**src/rtl/alu_pkg.sv**
```systemverilog
// rtl/alu_pkg.sv - shared opcodes, FSM states and command header type
// Purpose: common definitions for the ALU command controller and its bench.
// Ports: none (package).
package alu_pkg;

  localparam logic [2:0] OP_ADD        = 3'b000;
  localparam logic [2:0] OP_SUB        = 3'b001;
  localparam logic [2:0] OP_AND        = 3'b010;
  localparam logic [2:0] OP_OR         = 3'b011;
  localparam logic [2:0] OP_XOR        = 3'b100;
  localparam logic [2:0] OP_LAST_LEGAL = 3'b100;

  // Tag width carried by cmd_t; the controller's TAGW defaults to this.
  localparam int TAG_BITS = 4;

  typedef enum logic [1:0] {
    IDLE,
    DRIVE,
    RESP
  } state_t;

  // Header of the command currently issued to the ALU.
  typedef struct packed {
    logic [2:0]          op;
    logic [TAG_BITS-1:0] tag;
  } cmd_t;

endpackage

```
**src/rtl/alu_cmd_fifo.sv**
```systemverilog
// rtl/alu_cmd_fifo.sv - synchronous first-in first-out command buffer
// Purpose: DEPTH-entry FIFO with extra pointer wrap bit for full/empty.
// Ports: clk, rst (sync, active-high); push/push_data write when not full;
//        pop advances head when not empty; pop_data is the current head;
//        full/empty status flags.
module alu_cmd_fifo #(
  parameter int WIDTH = 8,
  parameter int DEPTH = 4
) (
  input  logic             clk,
  input  logic             rst,
  input  logic             push,
  input  logic [WIDTH-1:0] push_data,
  input  logic             pop,
  output logic [WIDTH-1:0] pop_data,
  output logic             full,
  output logic             empty
);

  localparam int AW = $clog2(DEPTH);

  logic [WIDTH-1:0] mem [DEPTH];
  logic [AW:0]      wr_ptr;
  logic [AW:0]      rd_ptr;

  // Same index with differing wrap bits means the writer has lapped the reader.
  assign full     = (wr_ptr[AW] != rd_ptr[AW]) && (wr_ptr[AW-1:0] == rd_ptr[AW-1:0]);
  assign empty    = (wr_ptr == rd_ptr);
  assign pop_data = mem[rd_ptr[AW-1:0]];

  always_ff @(posedge clk) begin
    if (push && !full) begin
      mem[wr_ptr[AW-1:0]] <= push_data;
    end
  end

  always_ff @(posedge clk) begin
    if (rst) begin
      wr_ptr <= '0;
      rd_ptr <= '0;
    end else begin
      if (push && !full) begin
        wr_ptr <= wr_ptr + (AW+1)'(1);
      end
      if (pop && !empty) begin
        rd_ptr <= rd_ptr + (AW+1)'(1);
      end
    end
  end

endmodule

```
**src/rtl/alu_cmd_ctrl.sv**
```systemverilog
// rtl/alu_cmd_ctrl.sv - tagged command front end for a combinational ALU
// Purpose: buffers tagged ALU commands, drives registered operands to an
//          external ALU, captures its result and returns a tagged response.
// Ports: clk, rst (sync, active-high);
//        cmd_valid/cmd_ready/cmd_op/cmd_a/cmd_b/cmd_tag  command stream in;
//        alu_a/alu_b/alu_op out, alu_result in        external ALU;
//        rsp_valid/rsp_ready/rsp_result/rsp_tag/rsp_zero/rsp_err  response out.
module alu_cmd_ctrl
  import alu_pkg::*;
#(
  parameter int WIDTH = 8,
  parameter int DEPTH = 4,
  parameter int TAGW  = TAG_BITS
) (
  input  logic             clk,
  input  logic             rst,
  input  logic             cmd_valid,
  output logic             cmd_ready,
  input  logic [2:0]       cmd_op,
  input  logic [WIDTH-1:0] cmd_a,
  input  logic [WIDTH-1:0] cmd_b,
  input  logic [TAGW-1:0]  cmd_tag,
  output logic [WIDTH-1:0] alu_a,
  output logic [WIDTH-1:0] alu_b,
  output logic [2:0]       alu_op,
  input  logic [WIDTH-1:0] alu_result,
  output logic             rsp_valid,
  input  logic             rsp_ready,
  output logic [WIDTH-1:0] rsp_result,
  output logic [TAGW-1:0]  rsp_tag,
  output logic             rsp_zero,
  output logic             rsp_err
);

  localparam int EW = 3 + TAGW + 2 * WIDTH;

  logic [EW-1:0]    fifo_in;
  logic [EW-1:0]    fifo_head;
  logic             fifo_full;
  logic             fifo_empty;
  logic             fifo_push;

  state_t           state;
  state_t           state_next;
  logic             load;
  logic             capture;
  logic             rsp_done;

  cmd_t             iss_q;
  logic [WIDTH-1:0] a_q;
  logic [WIDTH-1:0] b_q;

  assign cmd_ready = !fifo_full;
  assign fifo_push = cmd_valid && !fifo_full;
  assign fifo_in   = {cmd_op, cmd_tag, cmd_a, cmd_b};

  alu_cmd_fifo #(
    .WIDTH (EW),
    .DEPTH (DEPTH)
  ) u_fifo (
    .clk       (clk),
    .rst       (rst),
    .push      (fifo_push),
    .push_data (fifo_in),
    .pop       (load),
    .pop_data  (fifo_head),
    .full      (fifo_full),
    .empty     (fifo_empty)
  );

  assign alu_a  = a_q;
  assign alu_b  = b_q;
  assign alu_op = iss_q.op;

  always_ff @(posedge clk) begin
    if (rst) begin
      state <= IDLE;
    end else begin
      state <= state_next;
    end
  end

  // load: pop the FIFO head into the ALU operand registers.
  // capture: latch the ALU result into the response registers.
  // rsp_done: the held response was consumed this cycle.
  always_comb begin
    state_next = state;
    load       = 1'b0;
    capture    = 1'b0;
    rsp_done   = 1'b0;
    case (state)
      IDLE: begin
        if (!fifo_empty) begin
          load       = 1'b1;
          state_next = DRIVE;
        end
      end
      DRIVE: begin
        capture    = 1'b1;
        state_next = RESP;
      end
      RESP: begin
        if (rsp_ready) begin
          rsp_done = 1'b1;
          if (!fifo_empty) begin
            load       = 1'b1;
            state_next = DRIVE;
          end else begin
            state_next = IDLE;
          end
        end
      end
      default: state_next = IDLE;
    endcase
  end

  always_ff @(posedge clk) begin
    if (rst) begin
      a_q        <= '0;
      b_q        <= '0;
      iss_q      <= '0;
      rsp_valid  <= 1'b0;
      rsp_result <= '0;
      rsp_tag    <= '0;
      rsp_zero   <= 1'b0;
      rsp_err    <= 1'b0;
    end else begin
      if (load) begin
        iss_q <= '{op:  fifo_head[EW-1 -: 3],
                   tag: TAG_BITS'(fifo_head[2*WIDTH +: TAGW])};
        a_q   <= fifo_head[WIDTH +: WIDTH];
        b_q   <= fifo_head[0 +: WIDTH];
      end
      if (capture) begin
        rsp_valid  <= 1'b1;
        rsp_result <= alu_result;
        rsp_tag    <= TAGW'(iss_q.tag);
        rsp_zero   <= (alu_result == '0);
        rsp_err    <= (iss_q.op > OP_LAST_LEGAL);
      end else if (rsp_done) begin
        rsp_valid <= 1'b0;
      end
    end
  end

endmodule

```
**config.mk**
```make
export PLATFORM = sky130hd
export DESIGN_NAME = alu_cmd_ctrl
export DESIGN_NICKNAME = d
export VERILOG_FILES = /design/src/rtl/alu_pkg.sv /design/src/rtl/alu_cmd_fifo.sv /design/src/rtl/alu_cmd_ctrl.sv
export SDC_FILE = /design/constraint.sdc
export NUM_CORES = 1
export LEC_CHECK = 0
export ABC_CLOCK_PERIOD_IN_PS = 4000
export BUFFER_PORTS_ARGS = -buffer_cell sky130_fd_sc_hd__buf_2
export CAP_MARGIN = 20
export CORE_ASPECT_RATIO = 0.6
export CORE_UTILIZATION = 64
export CTS_BUF_LIST = sky130_fd_sc_hd__clkbuf_8
export DETAILED_ROUTE_END_ITERATION = 8
export PLACE_DENSITY = 0.95
export SYNTH_ARGS = -nofsm -noshare
export SYNTH_HDL_FRONTEND = slang
export SYNTH_SLANG_ARGS = --single-unit
```
**constraint.sdc**
```tcl
create_clock -name clk -period 4 [get_ports clk]
set_clock_uncertainty 0.2 [all_clocks]
set_input_delay 1 -clock clk [delete_from_list [all_inputs] [get_ports clk]]
set_output_delay 1 -clock clk [all_outputs]
set_load 0.1 [all_outputs]
```
# Yosys cells after proc, flatten, opt, wreduce, memory -nomap -nowiden

Memory sizes are Yosys's and may differ from the RTL's. A register that Yosys moved wholly into a read port is not among the register bits.
Cells that the tools add are included.

Add/sub/neg operators: 2
Order comparisons: 1
Equal/unequal tests: 7
Muxes and demuxes: 14
Reduce and logical (&&, ||, !) cells: 10

Operator list:

| cell                  | number |
|---|---|
| $mux W1               | 10 |
| $logic_not A8 Y1      | 1 |
| $add A3 B1 Y3 const B | 2 |
| $pmux W2 S3           | 1 |
| $logic_and A1 B1 Y1   | 4 |
| $mux W2               | 2 |
| $ne A2 B2 Y1 const B  | 2 |
| $eq A3 B3 Y1          | 1 |
| $gt A3 B3 Y1 const B  | 1 |
| $eq A2 B1 Y1 const B  | 1 |
| $eq A2 B2 Y1          | 1 |
| $eq A2 B2 Y1 const B  | 1 |
| $logic_not A1 Y1      | 2 |
| $logic_not A2 Y1      | 1 |
| $pmux W1 S2           | 1 |
| $reduce_and A2 Y1     | 1 |
| $reduce_bool A2 Y1    | 1 |
| $ne A1 B1 Y1          | 1 |

Register bits: 23
Bits in writable memories: 92
Output and inout port bits: 35
Logic and storage cells: 43
Memories: 1

Memory list:

| name       | words | bits a word | read ports | clocked after memory_dff | write ports | line               | source |
|---|---|---|---|---|---|---|---|
| u_fifo.mem | 4     | 23          | 1          | 1                        | 1           | alu_cmd_fifo.sv:22 | `logic [WIDTH-1:0] mem [DEPTH];` |

# Longest topological paths before layout

Gate-level depths: netlist (run 1).

Depth in word-level cells: 7
Mapped depth: 6

# Modules after synthesis

From an unflattened synthesis (run 1), not the netlist that was laid out.

Cell total of the unflattened synthesis: 373
Area, all modules: 5491.5 µm²

Modules (own cells, without submodules):

| module       | times used | cells an instance | area an instance (µm²) | sequential area each (µm²) |
|---|---|---|---|---|
| alu_cmd_fifo | 1          | 188               | 3890.0                 | 2922.8 |
| alu_cmd_ctrl | 1          | 185               | 1601.5                 | 800.8 |

# Worst setup path after synthesis (run 1)

No wires, ideal clock.

Kind: register -> output
From: reg u_fifo.rd_ptr[1]
To: out cmd_ready
Data arrival time: 1559 ps
Data required time: 2800 ps
Path slack: 1241 ps
Stages on the path, launching flop included: 4
Path through: dfxtp_1 -> buf_2 -> xnor2_1 -> nand3_1

Cells in the longest elaborated chain, start to end: 3

Ends and longest elaborated chain:

| element                | line               | source |
|---|---|---|
| start, declared        | alu_cmd_fifo.sv:24 | `logic [AW:0] rd_ptr;` |
| start signal, assigned | alu_cmd_fifo.sv:46 | `rd_ptr <= rd_ptr + (AW+1)'(1);` |
| $eq A2 B2 Y1           | alu_cmd_fifo.sv:27 | `assign full = (wr_ptr[AW] != rd_ptr[AW]) && (wr_ptr[AW-1:0] == rd_ptr[AW-1:0]);` |
| $logic_and A1 B1 Y1    | alu_cmd_fifo.sv:27 |  |
| $logic_not A1 Y1       | alu_cmd_ctrl.sv:53 | `assign cmd_ready = !fifo_full;` |
| end, declared          | alu_cmd_ctrl.sv:18 | `output logic cmd_ready,` |

Every way passes these cells.

# Worst setup path in the final report (run 1)

Ends and elaborated chain as after synthesis.

==> results by group, run 1 <==
CTS
  • Clk pin slew, worst setup/hold paths: about 0.07 ns
  • Total CTS buffers: 17
  • CTS root buf: clkbuf_8
  • CTS tree: done
  • Clock buffer depth: 2
  • # Post-CTS Setup Buffers: 0
  • H-tree depth: 4
  • Worst skew pair latency: approximately 0.43 ns
  • Resize count post-CTS: 0
  • Hold_buf cts: 0
  • Clk sinks: 138

Timing
  • Endpoints failing setup: 0
  • RSZ-0062 raised after global routing: no
  • Tmin final: between 3 and 4 ns
  • Relative slew slack: a little under half
  • Fmax: 321 MHz
  • Final Hold Fails: 0
  • Final Cycle Share: 77.9%
  • Worst Hold Slack: 0.254 ns
  • Setup TNS: 0 ns
  • Final Max Tran Viols: 0
  • Worst-Margin Slew: 0.809 ns

Power and ir drop
  • Clk network pwr share: 25.3%
  • Pwr dens: around 840 nW/um^2
  • Leak pwr: 2.37 nW
  • Sequential share of power: between 30% and 40%
  • Pint: ~3.1 mW
  • Net Sw Power: ~2.1 mW
  • Net Sw Frac: around two fifths
  • Gate power share: 38.5%
  • Worst-case vdd ir drop: approximately 540 uV
  • Total power: around 5.2 mW

Setup path
  • Cell family with most CP delay: buffers and inverters
  • Crit-path cells: buf_4, xnor2_1, nand3_1, buf_2
  • Slowest CP cell: buf_2
  • Critical Path RT: between 2 and 3 ns
  • CP arrival: around 1.9 ns
  • Startpoint Class: register
  • Kind of critical path: register to output pin
  • Worst path max stage delay: about 0.45 ns
  • CP Capture Type: output pin
  • Critical path buffers and inverters: 2
  • Max FO, Critical Path: 27

Cells and area
  • Layout Cells excl Fill: 547
  • Final Instance Area: 6240 sq um
  • Nets@finish: approximately 470
  • N_diodes: 0
  • Layout cells sized above 1: a little under a third
  • Syn-to-layout area delta: 16.2%

Synth
  • Syn avg cell area: roughly 15 sq um
  • Synth unique cells: 39
  • Post-synth ARST share: 0%
  • Cell count after synthesis: around 350
  • Area fraction of the dominant cell type after synthesis: between 50 and 60%
  • Ranking of synthesized cells by area: edfxtp_1, dfxtp_1, mux4_2
  • Register area share after synthesis: between 60% and 70%
  • Count leader, synth: edfxtp_1
  • Post-synth top cells: edfxtp_1, nand2_1, dfxtp_1
  • Synth area leader: edfxtp_1
  • Yosys reg bits: roughly 140
  • Netlist area before placement: 5370 sq um
  • Syn nets: 392
  • Post-synth EDFFs: between 90 and 100
  • Top_reg_cell synth: edfxtp_1
  • Synth warnings: 0

Routing
  • DRT iter0 DRCs: approximately 210
  • Antenna-violating nets left: 0
  • Routed vias/inst: roughly 5.6
  • Via count: between 3000 and 4000
  • Routed WL: between 10 and 15 mm
  • First-pass DRT Iterations: 4
  • Avg WL per Cell: approximately 18 um
  • # DRC: 0

Placement
  • Inst Count DP: ~500
  • Port Buffers: between 60 and 70
  • Final Wtd Congestion: between 0.7 and 0.8
  • Hpwl dp: 6.22 mm
  • Post-DP Area: about 5800 sq um

Die
  • Starting Density: between 60 and 70%
  • Die width: roughly 120 um
  • Die H: between 70 and 80 um
  • Core ar.: 8010 sq um
  • Row count: 25
  • Die area: between 8000 and 9000 sq um
  • Ports: 70

Global routing
  • Vias in the first global route: ~3200
  • Initial antenna violation count: 0
  • Gr usage total: between 20% and 30%
  • Gr ovfl total: 0
  • Pin count of the biggest net entering global routing: 40
  • First-pass GRT wire length: between 15 and 20 mm

Outcome
  • Status: complete, no violations

Min path
  • Hold Crit Class: register to register

Flow run
  • Max-cap violations: 0
## tightest hold or removal path, stage by stage, from the launching register on
cell and delay (ns):
dfxtp_1 0.31, nand2_1 0.05, a21oi_1 0.05
## area by class of cell
class                      count  area [sq um]
inverter                       5          18.8
tap                          108           135
timing repair buffer          77           405
sequential                   138          3680
clock buffer                  18           248
multi-input combinational    187          1520
fill                         469          1770
clock inverter                14           228
## registers in the layout, indices dropped and copies added (netlist names)
| name | flops |
|---|---|
| u_fifo.rd_ptr | 3 |
| u_fifo.wr_ptr | 3 |
| rsp_err | 1 |
| iss_q | 4 |
| alu_b | 8 |
| rsp_tag | 4 |
| rsp_valid | 1 |
| state | 2 |
| rsp_result | 8 |
| alu_op | 3 |
| rsp_zero | 1 |
| u_fifo.mem | 92 |
| alu_a | 8 |
## kinds of logic after synthesis
| logic type | after synthesis | synth area share, % |
|---|---|---|
| AOI/OAI and AO/OA | 25 | 3.03 |
| adders and majority gates | 5 | 1.16 |
| muxes | 50 | 14.9 |
| xor gates and xnor gates | 6 | 1.12 |
| DFF | 138 | 68.6 |
| buffers and inverters | 27 | 3.12 |
| and+or+nand+nor | 101 | 8.08 |
## power by group through the flow
stage                     Sequential, mW  Combinational, mW  Clock [mW]
after detailed placement            1.92               2.00           0
after global placement              1.91               1.96           0
after CTS                           1.89               2.01        1.35
after floorplan                     2.66               1.03           0
after global routing                1.91               2.11        1.40
final                               1.89               2.01        1.32
## metrics by stage
| step | util (%) | worst slack [ns] |
|---|---|---|
| 5_1_grt | 78.0 | 0.740 |
| 6_report | 78.0 | 0.882 |
| 3_3_place_gp | 71.9 | 1.31 |
| 2_1_floorplan | - | 1.24 |
| 3_5_place_dp | 71.9 | 1.21 |
| 4_1_cts | 77.9 | 0.833 |
## placed cells by master, fill, tap and decap left out, types with 5 or more instances in the layout
| master | n |
|---|---|
| buf_2 | 69 |
| bufinv_16 | 6 |
| edfxtp_1 | 92 |
| a21oi_1 | 15 |
| dfxtp_1 | 45 |
| nand2_1 | 76 |
| clkbuf_8 | 18 |
| mux2i_1 | 25 |
| inv_1 | 6 |
| ha_1 | 5 |
| nor2_1 | 5 |
| mux4_2 | 20 |
| buf_4 | 8 |
## routing by layer
layer | global-route usage [%] | part of all wire, % | routed length [um] | vias up
met4 | 12.2 | 1.5 | 152 | 0
met5 | 0 | 0 | 0 | -
met2 | 40.7 | 48 | 4860 | 121
met1 | 32.4 | 43 | 4370 | 1512
li1 | - | - | - | 1444
met3 | 7.42 | 6.8 | 680 | 13
## final timing paths
path / startpoint / to / slack [ns] / cells after the start
min reg2reg: iss_q[2]$_SDFFE_PP0P_ / rsp_tag[2]$_SDFFE_PP0P_ / 0.25 / 2
max reg2reg: u_fifo.rd_ptr[0]$_SDFFE_PP0P_ / u_fifo.mem[0][9]$_DFFE_PP_ / 1.52 / 5
max: u_fifo.rd_ptr[1]$_SDFFE_PP0P_ / cmd_ready / 0.88 / 4
min: iss_q[2]$_SDFFE_PP0P_ / rsp_tag[2]$_SDFFE_PP0P_ / 0.25 / 2
Power figures use the tool's default switching activity.
==> run 2, diff against run 1 <==
- ABC_CLOCK_PERIOD_IN_PS: 4000 -> 3300
- CORE_UTILIZATION: 64 -> 59
- PLACE_DENSITY: 0.95 -> 0.89
- clock period: 4 -> 3.3 ns (I/O delays scaled with it)
==> run 2 against run 1 <==
Against the previous run:
- the flow now finishes with violations (design-rule violations)
- via count down 0.26%
- sequential cell count unchanged
- non-clock buffer count stayed put
- cell area is 0.70% lower
- hold slack got worse by 0.00099 ns
- clock-buffer cell count unchanged
- total power increased by 17%
- global-route usage fell by 2.8 points
- largest power group unchanged
- highest routed layer unchanged
- sequential share of layout area up 0.42 points
==> results by group, run 2 (synthesis results as in run 1) <==
Timing
  • Relative slew slack: 48.2% (+2.1 points)
  • RSZ-0062 raised after global routing: no
  • Final Max Tran Viols: 0 (unchanged)
  • Final Hold Fails: 0 (unchanged)
  • Setup TNS: 0 ns (unchanged)
  • Tmin final: 2.63 ns
  • Fmax: around 380 MHz
  • Worst-Margin Slew: 0.777 ns (-0.0314 ns)
  • Endpoints failing setup: 0 (unchanged)
  • Worst Hold Slack: 0.253 ns (-0.000993 ns)
  • Final Cycle Share: 79.6%

Cells and area
  • Most common cell after layout, fill and taps aside: edfxtp_1
  • Syn-to-layout area delta: 15.4%
  • Commonest non-fill, non-tap cells in the layout: edfxtp_1, nand2_1, buf_2
  • Layout cells sized above 1: 29.4% (-1.1 points)
  • Nets@finish: 466 (unchanged)
  • Max reg flops: 92 (unchanged)
  • Final Instance Area: 6200 sq um (-0.70%)
  • N_diodes: 0 (unchanged)
  • Fin util: 71.6% (-6.3 points)
  • Number of fillers in the final layout: 555 (+18%)

CTS
  • Clk pin slew, worst setup/hold paths: 0.07 ns (about the same)
  • # Post-CTS Setup Buffers: 0 (unchanged)
  • CTS root buf: clkbuf_8
  • Clk sinks: 138 (unchanged)
  • Total CTS buffers: 17 (unchanged)
  • Resize count post-CTS: 0 (unchanged)
  • Clock buffer depth: 2 (unchanged)
  • H-tree depth: 4 (unchanged)
  • CTS tree: done
  • Hold_buf cts: 0 (unchanged)
  • Worst skew pair latency: 0.42 ns (about the same)

Global routing
  • Gr ovfl total: 0 (unchanged)
  • First-pass GRT wire length: 15.7 mm (about the same)
  • Vias in the first global route: 3071 (-3.2%)
  • Gr usage total: 22.5% (-2.8 points)
  • Pin count of the biggest net entering global routing: 42 (+5.0%)
  • Initial antenna violation count: 0 (unchanged)

Die
  • Die area: 9500 sq um (+8.3%)
  • Row count: 26 (+4.0%)
  • Die H: 75.9 um (+4.0%)
  • Starting Density: 62.1% (-5.0 points)
  • Die width: 125 um (+4.1%)
  • Core ar.: 8650 sq um (+8.1%)
  • Ports: 70 (unchanged)

Routing
  • Avg WL per Cell: 17.9 um (-2.9%)
  • First-pass DRT Iterations: 6 (+2)
  • Routed WL: 9.85 mm (-2.2%)
  • # DRC: 12 (+12)
  • DRT iter0 DRCs: 213 (+0.47%)
  • Antenna-violating nets left: 0 (unchanged)
  • Routed vias/inst: 5.59 (-0.98%)
  • Via count: 3082 (-0.26%)

Placement
  • Hpwl dp: 6.16 mm (-0.88%)
  • Post-DP Area: 5790 sq um (+0.48%)
  • Port Buffers: 69 (unchanged)
  • Final Wtd Congestion: 0.769 (-2.9%)

Outcome
  • Violated checks: design-rule violations
  • Status: finished with violations

Power and ir drop
  • Leak pwr: 2.37 nW (-0.22%)
  • Pwr dens: 989 nW/um^2 (+18%)
  • Worst-case vdd ir drop: 1190 uV (+120%)

Setup path
  • Kind of critical path: register to output pin
  • CP arrival: 1.60 ns (-0.32 ns)
  • CP Capture Type: output pin
  • Max FO, Critical Path: 6 (-78%)
  • Critical Path RT: 2.27 ns (-0.53 ns)
  • Startpoint Class: register

Min path
  • Hold Crit Class: register to register

Flow run
  • Max-cap violations: 0 (unchanged)
-- run 2: changes by cell type in the layout (fill, tap and decap cells not counted), sizes merged --
cell      delta
clkinv       +3
clkinvlp     -3
bufinv       -2
inv          +2
-- run 2: metrics by stage --
step | power (mW) | cells | worst slack, ns
6_report | 6.13 | 551 | 0.674
5_1_grt | 6.38 | 551 | 0.568
3_5_place_dp | 4.77 | 519 | 0.694
3_3_place_gp | 4.70 | 519 | 0.828
4_1_cts | 6.17 | 551 | 0.656
2_1_floorplan | 4.47 | 352 | 0.716
-- run 2: final timing paths --
check             slack, ns                          to                          start  depth (start not counted)
setup / recovery       0.67                   cmd_ready  u_fifo.wr_ptr[1]$_SDFFE_PP0P_                          3
hold / removal         0.25  rsp_result[6]$_SDFFE_PP0P_     rsp_result[6]$_SDFFE_PP0P_                          2
setup reg to reg       0.95  u_fifo.mem[2][5]$_DFFE_PP_  u_fifo.rd_ptr[1]$_SDFFE_PP0P_                          5
hold reg to reg        0.25  rsp_result[6]$_SDFFE_PP0P_     rsp_result[6]$_SDFFE_PP0P_                          2
-- run 2: per-layer routing --
| layer | global-route usage [%] | up-vias | wire (um) | share of wire (%) |
|---|---|---|---|---|
| met5 | 0 | - | 0 | 0 |
| met4 | 5.85 | 0 | 46 | 0.47 |
| met3 | 8.12 | 4 | 755 | 7.7 |
| met1 | 29.6 | 1512 | 4220 | 43 |
| li1 | - | 1445 | - | - |
| met2 | 35.8 | 121 | 4830 | 49 |
-- run 2: area by class of cell --
type / instances / area (sq um) / share of cell area [%]
Inverter: 5 / 18.8 / 0.303
Clock buffer: 18 / 248 / 4.00
Multi-Input combinational cell: 187 / 1520 / 24.6
Tap cell: 112 / 140 / 2.26
Timing Repair Buffer: 77 / 420 / 6.78
Clock inverter: 14 / 164 / 2.64
Sequential cell: 138 / 3680 / 59.4
-- run 2: critical path: stages, from the launching register on --
cell     delay [ns]
dfxtp_1        0.39
xnor2_1        0.35
nand3_1        0.22
buf_12         0.22
-- run 2: report_power, final --
group	switching (mW)	internal [mW]
registers	0.164	2.15
clock network	0.578	0.822
logic	1.77	0.655
total	2.51	3.62
==> run 3, diff against run 2 <==
- ABC_CLOCK_PERIOD_IN_PS: 3300 -> 2700
- clock period: 3.3 -> 2.7 ns (I/O delays scaled with it)
==> run 3 against run 2 <==
Against the previous run:
- the flow still finishes with violations (design-rule violations)
- via count fell by 0.23%
- combinational power increased by 24%
- clock-buffer cell count rose by 1
- wire length rose by 1.6%
- non-clock buffer count up 7
- cell area rose by 1.4%
- hold slack got worse by 0.0069 ns
- setup slack got worse by 0.47 ns
- register-to-register slack got worse by 0.39 ns
- sequential cell count unchanged
- final cell count rose by 1.1%
- first-iteration DRC count rose by 10%
- critical endpoint unchanged
- largest cell class unchanged
- largest power group unchanged
==> results by group, run 3 (synthesis results as in run 1) <==
Outcome
  • Status: finished with violations
  • Violated checks: design-rule violations

Die
  • Core ar.: 8650 sq um (unchanged)
  • Starting Density: 62.1% (unchanged)
  • Die area: 9500 sq um (unchanged)
  • Die H: 75.9 um (unchanged)
  • Die width: 125 um (unchanged)
  • Ports: 70 (unchanged)
  • Row count: 26 (unchanged)

Power and ir drop
  • Pwr dens: 1210 nW/um^2 (+23%)
  • Leak pwr: 2.41 nW (+1.7%)
  • Worst-case vdd ir drop: 934 uV (-21%)

Cells and area
  • Commonest non-fill, non-tap cells in the layout: edfxtp_1, nand2_1, buf_2
  • N_diodes: 0 (unchanged)
  • Nets@finish: 473 (+1.5%)
  • Most common cell after layout, fill and taps aside: edfxtp_1
  • Final Instance Area: 6290 sq um (+1.4%)
  • Max reg flops: 92 (unchanged)
  • Layout cells sized above 1: 31.5% (+2.1 points)
  • Syn-to-layout area delta: 17.0%

Routing
  • M1 wire length: 4.39 mm (+4.2%)
  • DRT iter0 DRCs: 235 (+10%)
  • Routed WL: 10.0 mm (+1.6%)
  • WL met2: 4.81 mm (-0.31%)
  • First-pass DRT Iterations: 6 (unchanged)
  • Routed vias/inst: 5.52 (-1.3%)
  • Via count: 3075 (-0.23%)
  • Top routing layer used: met4
  • # DRC: 12 (unchanged)
  • Met3 wire length: 574 um (-24%)
  • Avg WL per Cell: 18.0 um (+0.50%)
  • Antenna-violating nets left: 0 (unchanged)

Flow run
  • Max-cap violations: 0 (unchanged)

CTS
  • CTS root buf: clkbuf_8
  • # Post-CTS Setup Buffers: 0 (unchanged)
  • Clk pin slew, worst setup/hold paths: 0.08 ns (about the same)
  • Worst skew pair latency: 0.44 ns (+0.02 ns)
  • CTS tree: done
  • Clock buffer depth: 2 (unchanged)
  • Clk sinks: 138 (unchanged)
  • H-tree depth: 4 (unchanged)
  • Total CTS buffers: 17 (unchanged)
  • Resize count post-CTS: 0 (unchanged)
  • Hold_buf cts: 0 (unchanged)

Timing
  • Worst-Margin Slew: 0.529 ns (-0.248 ns)
  • Setup TNS: 0 ns (unchanged)
  • Tmin final: around 2.5 ns
  • Final Hold Fails: 0 (unchanged)
  • Relative slew slack: 64.5% (+16 points)
  • Final Cycle Share: ~92%
  • Worst Hold Slack: 0.246 ns (-0.00689 ns)
  • Fmax: around 400 MHz
  • Endpoints failing setup: 0 (unchanged)
  • Final Max Tran Viols: 0 (unchanged)
  • RSZ-0062 raised after global routing: no

Setup path
  • Worst reg2reg path depth: 4 (-1)
  • Worst reg2reg path startpoint: u_fifo.rd_ptr[2]$_SDFFE_PP0P_
  • CP Capture Type: output pin
  • R2r setup slk: 0.56 ns (-0.39 ns)
  • Launch point of the worst path: u_fifo.wr_ptr[1]$_SDFFE_PP0P_
  • RR Endpoint: u_fifo.mem[1][13]$_DFFE_PP_
  • Crit path to: cmd_ready
  • Crit-path cells: xnor2_1, nand3_1, buf_12
  • Kind of critical path: register to output pin
  • Max FO, Critical Path: 6 (unchanged)
  • CP arrival: 1.62 ns (+0.02 ns)
  • Startpoint Class: register
  • Slowest CP cell: dfxtp_1
  • Critical Path RT: 1.82 ns (-0.45 ns)
  • Worst path max stage delay: 0.38 ns (about the same)

Global routing
  • Vias in the first global route: 3224 (+5.0%)
  • Initial antenna violation count: 0 (unchanged)
  • Gr ovfl total: 0 (unchanged)
  • First-pass GRT wire length: 16.2 mm (+3.2%)
  • Pin count of the biggest net entering global routing: 27 (-36%)
  • Gr usage total: 23.5% (+1.0 points)

Min path
  • Critical hold path startpoint: cmd_b[3]
  • Hold Crit Class: input port to register

Placement
  • Port Buffers: 69 (unchanged)
  • Post-DP Area: 5850 sq um (+1.1%)
  • Hpwl dp: 6.67 mm (+8.2%)
  • Final Wtd Congestion: 0.875 (+14%)
[run 3: critical path: cells and delay by family (launching register included)]
kind / cells / cell delay [ns]
AND/OR/NAND/NOR: 1 / 0.22
buffers and inverters: 1 / 0.22
XOR/XNOR: 1 / 0.36
flip-flops: 1 / 0.38
[run 3: through the flow]
step                      setup slack (ns)  cells  utilization (%)  total power [mW]
after floorplan                      0.249    352                -              5.47
after global placement               0.665    526             67.6              5.77
after detailed placement             0.583    526             67.6              5.87
after CTS                            0.182    557             72.7              7.68
after global routing                0.0798    557             72.7              7.94
final                                0.205    557             72.7              7.62
[run 3: worst min-delay path by stage]
stage / end / slack, ns / cells past startpoint
4_1_cts: u_fifo.mem[1][8]$_DFFE_PP_ / 0.22 / 1
3_3_place_gp: rsp_zero$_SDFFE_PP0P_ / 0.24 / 2
3_5_place_dp: rsp_tag[2]$_SDFFE_PP0P_ / 0.25 / 2
2_1_floorplan: rsp_tag[0]$_SDFFE_PP0P_ / 0.23 / 2
6_report: u_fifo.mem[2][3]$_DFFE_PP_ / 0.25 / 1
5_1_grt: u_fifo.mem[3][3]$_DFFE_PP_ / 0.22 / 1
[run 3: area by class of cell]
class,instances,area [sq um]
Multi-Input combinational cell,187,1520
Fill cell,523,2370
Clock inverter,12,174
Timing Repair Buffer,84,485
Clock buffer,19,262
Inverter,5,18.8
Sequential cell,138,3680
Tap cell,112,140
[run 3: per-layer routing]
metal | vias up | track usage (%)
li1 | 1458 | -
met1 | 1499 | 29.5
met2 | 96 | 37.8
met3 | 22 | 6.64
met4 | 0 | 12.2
met5 | - | 0
[run 3: report_power, final]
part           switching (mW)  total [mW]  internal, mW
Sequential              0.191        2.81          2.62
Combinational            2.17        3.00         0.836
Clock                   0.761        1.81          1.05
Total                    3.12        7.62          4.50
